==> config.mk <==
export PLATFORM = sky130hd
export DESIGN_NAME = cl_axil_mstr
export DESIGN_NICKNAME = d
export VERILOG_FILES = /design/src/rtl/cl_axil_mstr.sv
export SDC_FILE = /design/constraint.sdc
export NUM_CORES = 1
export LEC_CHECK = 0
export CORE_UTILIZATION = 45
export CTS_BUF_LIST = sky130_fd_sc_hd__clkbuf_8
export DETAILED_ROUTE_END_ITERATION = 16
export HOLD_SLACK_MARGIN = 0.08
export PLACE_DENSITY_LB_ADDON = 0.2
export SLEW_MARGIN = 20
export SYNTH_ARGS = -nofsm -noshare
export SYNTH_HDL_FRONTEND = slang
export SYNTH_SLANG_ARGS = --single-unit
==> constraint.sdc <==
create_clock -name clk -period 3.8 [get_ports clk]
set_clock_uncertainty 0.05 [all_clocks]
set_input_delay 0.76 -clock clk [delete_from_list [all_inputs] [get_ports clk]]
set_output_delay 0.76 -clock clk [all_outputs]
set_load 0.05 [all_outputs]
==> src/rtl/cl_axil_mstr.sv <==
// cl_axil_mstr: AXI4-Lite master; runs one register command at a time and reports data, resp, latency.
// Latency: AW/W or AR drive the cycle after cmd accept; response is presented the cycle after B/R handshake.
// Backpressure: cmd_ready only in IDLE; response held until rsp_ready; AXI valids held until accepted.
module cl_axil_mstr #(
   parameter int TIMEOUT_CYC = 1024
) (
   input  logic        clk,
   input  logic        sync_rst,
   input  logic        cmd_valid,
   output logic        cmd_ready,
   input  logic        cmd_wr,
   input  logic [31:0] cmd_addr,
   input  logic [31:0] cmd_wdata,
   input  logic [3:0]  cmd_wstrb,
   output logic        rsp_valid,
   input  logic        rsp_ready,
   output logic        rsp_wr,
   output logic [31:0] rsp_rdata,
   output logic [1:0]  rsp_resp,
   output logic [15:0] rsp_lat,
   output logic        timeout_err,
   output logic [31:0] m_awaddr,
   output logic        m_awvalid,
   input  logic        m_awready,
   output logic [31:0] m_wdata,
   output logic [3:0]  m_wstrb,
   output logic        m_wvalid,
   input  logic        m_wready,
   input  logic [1:0]  m_bresp,
   input  logic        m_bvalid,
   output logic        m_bready,
   output logic [31:0] m_araddr,
   output logic        m_arvalid,
   input  logic        m_arready,
   input  logic [31:0] m_rdata,
   input  logic [1:0]  m_rresp,
   input  logic        m_rvalid,
   output logic        m_rready
);

   // Wait counter is wide enough to hold TIMEOUT_CYC itself; it parks there once reached.
   localparam int               WCW   = $clog2(TIMEOUT_CYC + 1);
   localparam logic [WCW-1:0]   C_TMO = WCW'(TIMEOUT_CYC);
   localparam logic [WCW-1:0]   C_ONE = WCW'(1);

   typedef enum logic [2:0] {
      S_IDLE   = 3'd0,
      S_WR_REQ = 3'd1,
      S_WR_RSP = 3'd2,
      S_RD_REQ = 3'd3,
      S_RD_RSP = 3'd4,
      S_RSP    = 3'd5
   } state_t;

   state_t          r_state;
   state_t          w_state_nxt;

   logic [31:0]     r_addr;
   logic [31:0]     r_wdata;
   logic [3:0]      r_wstrb;
   logic            r_aw_done;
   logic            r_w_done;
   logic [15:0]     r_lat_cnt;
   logic [WCW-1:0]  r_wait_cnt;

   logic            w_aw_hs;
   logic            w_w_hs;
   logic            w_b_hs;
   logic            w_ar_hs;
   logic            w_r_hs;
   logic            w_in_wait;
   logic [15:0]     w_lat_inc;

   assign w_aw_hs   = m_awvalid & m_awready;
   assign w_w_hs    = m_wvalid  & m_wready;
   assign w_b_hs    = m_bready  & m_bvalid;
   assign w_ar_hs   = m_arvalid & m_arready;
   assign w_r_hs    = m_rready  & m_rvalid;
   assign w_in_wait = (r_state == S_WR_RSP) || (r_state == S_RD_RSP);
   assign w_lat_inc = (r_lat_cnt == 16'hFFFF) ? 16'hFFFF : (r_lat_cnt + 16'd1);

   // Address/data come straight from the captured command so they stay stable while valid.
   assign m_awaddr = r_addr;
   assign m_araddr = r_addr;
   assign m_wdata  = r_wdata;
   assign m_wstrb  = r_wstrb;

   // State register
   always_ff @(posedge clk) begin
      if (sync_rst) begin
         r_state <= S_IDLE;
      end else begin
         r_state <= w_state_nxt;
      end
   end

   // Next-state: AW and W may complete in either order; both must be done before waiting on B
   always_comb begin
      w_state_nxt = r_state;
      case (r_state)
         S_IDLE: begin
            if (cmd_valid) begin
               w_state_nxt = cmd_wr ? S_WR_REQ : S_RD_REQ;
            end
         end
         S_WR_REQ: begin
            if ((r_aw_done | w_aw_hs) & (r_w_done | w_w_hs)) begin
               w_state_nxt = S_WR_RSP;
            end
         end
         S_WR_RSP: begin
            if (w_b_hs) begin
               w_state_nxt = S_RSP;
            end
         end
         S_RD_REQ: begin
            if (w_ar_hs) begin
               w_state_nxt = S_RD_RSP;
            end
         end
         S_RD_RSP: begin
            if (w_r_hs) begin
               w_state_nxt = S_RSP;
            end
         end
         S_RSP: begin
            if (rsp_ready) begin
               w_state_nxt = S_IDLE;
            end
         end
         default: w_state_nxt = S_IDLE;
      endcase
   end

   // Outputs decode from state and done flags only, so no ready->valid combinational path exists
   always_comb begin
      cmd_ready = 1'b0;
      m_awvalid = 1'b0;
      m_wvalid  = 1'b0;
      m_bready  = 1'b0;
      m_arvalid = 1'b0;
      m_rready  = 1'b0;
      rsp_valid = 1'b0;
      case (r_state)
         S_IDLE:   cmd_ready = 1'b1;
         S_WR_REQ: begin
            m_awvalid = ~r_aw_done;
            m_wvalid  = ~r_w_done;
         end
         S_WR_RSP: m_bready  = 1'b1;
         S_RD_REQ: m_arvalid = 1'b1;
         S_RD_RSP: m_rready  = 1'b1;
         S_RSP:    rsp_valid = 1'b1;
         default:  cmd_ready = 1'b0;
      endcase
   end

   // Command capture, latency and stuck-slave counters, response register
   always_ff @(posedge clk) begin
      if (sync_rst) begin
         r_addr      <= '0;
         r_wdata     <= '0;
         r_wstrb     <= '0;
         r_aw_done   <= 1'b0;
         r_w_done    <= 1'b0;
         r_lat_cnt   <= '0;
         r_wait_cnt  <= '0;
         timeout_err <= 1'b0;
         rsp_wr      <= 1'b0;
         rsp_rdata   <= '0;
         rsp_resp    <= '0;
         rsp_lat     <= '0;
      end else begin
         case (r_state)
            S_IDLE: begin
               if (cmd_valid) begin
                  r_addr    <= cmd_addr;
                  r_wdata   <= cmd_wdata;
                  r_wstrb   <= cmd_wstrb;
                  r_aw_done <= 1'b0;
                  r_w_done  <= 1'b0;
                  r_lat_cnt <= 16'd1;
               end
            end
            S_WR_REQ: begin
               r_lat_cnt <= w_lat_inc;
               if (w_aw_hs) begin
                  r_aw_done <= 1'b1;
               end
               if (w_w_hs) begin
                  r_w_done <= 1'b1;
               end
            end
            S_WR_RSP: begin
               r_lat_cnt <= w_lat_inc;
               if (w_b_hs) begin
                  rsp_wr    <= 1'b1;
                  rsp_rdata <= '0;
                  rsp_resp  <= m_bresp;
                  rsp_lat   <= w_lat_inc;
               end
            end
            S_RD_REQ: begin
               r_lat_cnt <= w_lat_inc;
            end
            S_RD_RSP: begin
               r_lat_cnt <= w_lat_inc;
               if (w_r_hs) begin
                  rsp_wr    <= 1'b0;
                  rsp_rdata <= m_rdata;
                  rsp_resp  <= m_rresp;
                  rsp_lat   <= w_lat_inc;
               end
            end
            default: begin
               r_lat_cnt <= r_lat_cnt;
            end
         endcase

         // Count cycles spent waiting without a response; the flag is sticky, the wait continues
         if (w_in_wait && !(w_b_hs || w_r_hs)) begin
            if (r_wait_cnt != C_TMO) begin
               r_wait_cnt <= r_wait_cnt + C_ONE;
            end
            if ((r_wait_cnt + C_ONE) == C_TMO) begin
               timeout_err <= 1'b1;
            end
         end else begin
            r_wait_cnt <= '0;
         end
      end
   end

endmodule

==> key figures, run 1 <==
Run status
  • Outcome: complete, no violations

Layout
  • Share of layout cells above drive strength 1: 5.19%
  • Area Growth Syn to Fin: 46.8%
  • Leading cell type in the layout, fill and taps excluded: clkdlybuf4s50_1
  • Final core occ: 67.7%
  • Number of diodes: 0
  • Finished Cell Area: 9440 um2
  • Nets@finish: 1146
  • Most frequent cells in the layout: clkdlybuf4s50_1 (271), nand2_1 (190), dfxtp_1 (152)

Clock tree
  • CTS tree: done
  • Clock sink total: 152
  • H-tree lvl count: 4
  • CTS Root Cell: clkbuf_8
  • Clk buf depth: 2
  • # Post-CTS Setup Buffers: 0
  • CTS resizes: 0
  • Clock Pin Slew Worst Setup and Hold Paths: 0.08 ns
  • Clock Latency Late Sink: 0.46 ns
  • CTS Buf Count: 17
  • Hold buffer count at CTS: 0

Place
  • DP HPWL: 12.7 mm
  • IO buf count: 272
  • DP Area: 8990 um2
  • Gpl congestion: around 0.85

STA
  • Slew Viols, Final: 0
  • Setup TNS: 0 ns
  • Final Hold Viols: 0
  • Final min period: approximately 3.2 ns
  • Final period util: 85.2%
  • Worst hold margin: 0.399 ns
  • Worst-margin pin slew: 0.942 ns
  • Max Fclk: 309 MHz
  • Setup violators final: 0
  • RSZ-0062 raised after global routing: false
  • Slew margin rel.: between 30% and 40%

GRT
  • Total track usage: 25.2%
  • Total grt overflow: 0
  • Largest net degree at the start of global routing: 69
  • First-pass GRT wire length: slightly below 30 mm
  • Vias in the first global route: around 5900
  • Antenna violations before repair: 0

Yosys
  • Post-synthesis sequential area ratio: between 40% and 50%
  • Yosys warnings: 0
  • Mapped cell area: 6430 um2
  • Top FF cell, synth: dfxtp_1
  • Async SR Flop Fraction: 0%
  • Post-Syn Instances: 818
  • Synth Net Count: roughly 940
  • Yosys cell types: 54
  • EDFF count, synth: 0
  • #FFs+latches synth: 152
  • Syn Area/Cell: 7.86 um2

Critical path
  • Worst Path Class, Setup: reg -> out
  • R2R depth: 6
  • Required time worst endpoint: about 3.0 ns
  • CP cell instances: inv_1 > nor3_1 > clkdlybuf4s50_1
  • Critical Path Start Type: register
  • Reg2reg end: m_araddr[21]
  • Reg2reg setup slack: 1.28 ns
  • CP arrival: 2.43 ns
  • Slowest stage cell, crit path: clkdlybuf4s50_1
  • CP max stage delay: 0.83 ns
  • Crit end category: primary output
  • Worst-path maximum fanout: 15
  • Reg2reg start: r_state[0]

Min path
  • Hold Path Sink: rsp_lat[12]
  • Worst Hold Depth: 2
  • Hold Crit Class: reg -> reg
  • Origin of the worst min-delay path: rsp_lat[12]

Drt
  • Via/cell ratio: approximately 5.2
  • Number of DRC markers in iteration 0: 402
  • Post-route ant nets: 0
  • Pre-antenna DRT Iters: 4
  • DRC: 0
  • Via count: 6383
  • Routed WL per cell: 15.2 um
  • WL final: approximately 19 mm

Power
  • Pwr/cell area: 814 nW/um2
  • Lkg Pwr: around 3.3 nW
  • Worst ir drop on vdd: 0.000520 V
  • Total Power: 7.69 mW

Die
  • Chip width: around 120 um
  • Starting Density: 46.1%
  • Number of top-level pins: 273
  • Die height: 122 um
  • Die area: 14800 um2
  • Cell row count: 43
  • Core area: 13900 um2

Run
  • Total of max-cap violations: 0
sequential cells by signal, summed over array words and instances, names as in the netlist:
name,cells
r_lat_cnt,16
m_araddr,32
rsp_lat,16
m_wstrb,4
r_wait_cnt,11
timeout_err,1
r_aw_done,1
rsp_wr,1
r_state,3
m_wdata,32
rsp_resp,2
rsp_rdata,32
r_w_done,1
power by group:
group          leakage [nW]  switching [mW]  internal (mW)
sequential             1.24           0.265           1.94
combinational          1.85            2.80           1.31
clock                 0.222           0.610          0.765
total                  3.31            3.67           4.02
logic make-up after synthesis:
logic type,after synthesis,synth area share [%]
AND/OR/NAND/NOR,357,24.4
AO/OA/AOI/OAI,178,15.6
adder cells (fa/ha/maj),4,0.778
flip-flops,152,47.3
XOR/XNOR,16,2.18
buffers and inverters,105,8.78
multiplexers,6,0.934
synthesized netlist by cell type (2+ instances only):
cell type / count / area (um2)
o21ai_0: 11 / 55.1
and4_1: 3 / 26.3
o41ai_1: 2 / 17.5
dfxtp_1: 152 / 3040
nor3b_1: 2 / 15.0
xor2_1: 4 / 35.0
buf_6: 2 / 22.5
nand2b_1: 2 / 12.5
o32ai_1: 7 / 61.3
a21oi_1: 125 / 626
o21a_1: 3 / 22.5
nor2_2: 3 / 18.8
clkbuf_1: 38 / 143
mux2i_1: 6 / 60.1
and3b_1: 3 / 26.3
buf_1: 2 / 7.51
nor4b_1: 4 / 35.0
o22ai_1: 3 / 18.8
buf_4: 33 / 248
inv_1: 13 / 48.8
ha_1: 4 / 50.1
nand3_1: 49 / 245
and3_1: 5 / 31.3
xnor2_1: 12 / 105
nand2_1: 191 / 717
a211oi_1: 8 / 60.1
nor2_1: 56 / 210
buf_2: 14 / 70.1
nor3_1: 19 / 95.1
nor4_1: 4 / 25.0
a31oi_1: 6 / 37.5
a41oi_1: 2 / 17.5
nor2b_1: 2 / 12.5
nand4_1: 8 / 50.1
metal layers:
metal  vias to the layer above  track usage [%]  wire length (um)
met4                         0             11.2               587
met5                         -                0                 0
met3                        36             7.87              1500
met1                      2944             30.5              7710
li1                       3156                -                 -
met2                       247             41.1              8740
worst max path at each step:
stage	start	to	slack, ns	cells past startpoint
4_1_cts	r_state[0]	rsp_valid	0.52	3
2_1_floorplan	r_state[0]	m_araddr[0]	1.09	6
3_3_place_gp	cmd_valid	m_wdata[18]	0.93	7
6_report	r_state[0]	rsp_valid	0.56	3
3_5_place_dp	cmd_valid	m_wdata[23]	0.89	7
5_1_grt	r_state[0]	rsp_valid	0.43	3
critical path: cells and delay by family (launching register included):
| kind | cells | cell delay, ns |
|---|---|---|
| buffers and inverters | 2 | 1.07 |
| DFF | 1 | 0.68 |
| and+or+nand+nor | 1 | 0.22 |
per-stage QoR:
stage	cells	setup WS [ns]
final	1221	0.564
after global routing	1221	0.430
after CTS	1221	0.524
after detailed placement	1189	0.887
after global placement	1189	0.929
after floorplan	818	1.09
final cells by class:
class	instances	area, um2
Clock buffer	20	275
Clock inverter	12	174
Fill cell	1227	4500
Inverter	14	52.6
Multi-Input combinational cell	561	2850
Sequential cell	152	3040
Tap cell	180	225
Timing Repair Buffer	282	2820
Power figures use the tool's default switching activity.
==> inputs of run 2 (changes only) <==
Settings changed: SLEW_MARGIN 20 to 10.
==> results of run 2 <==
Same layout as run 1: the final DEF is identical, and so are final timing and power.
==> inputs of run 3 (changes only) <==
Settings changed: CAP_MARGIN set to 10.
==> results of run 3 <==
Same layout as run 1: the final DEF is identical, and so are final timing and power.
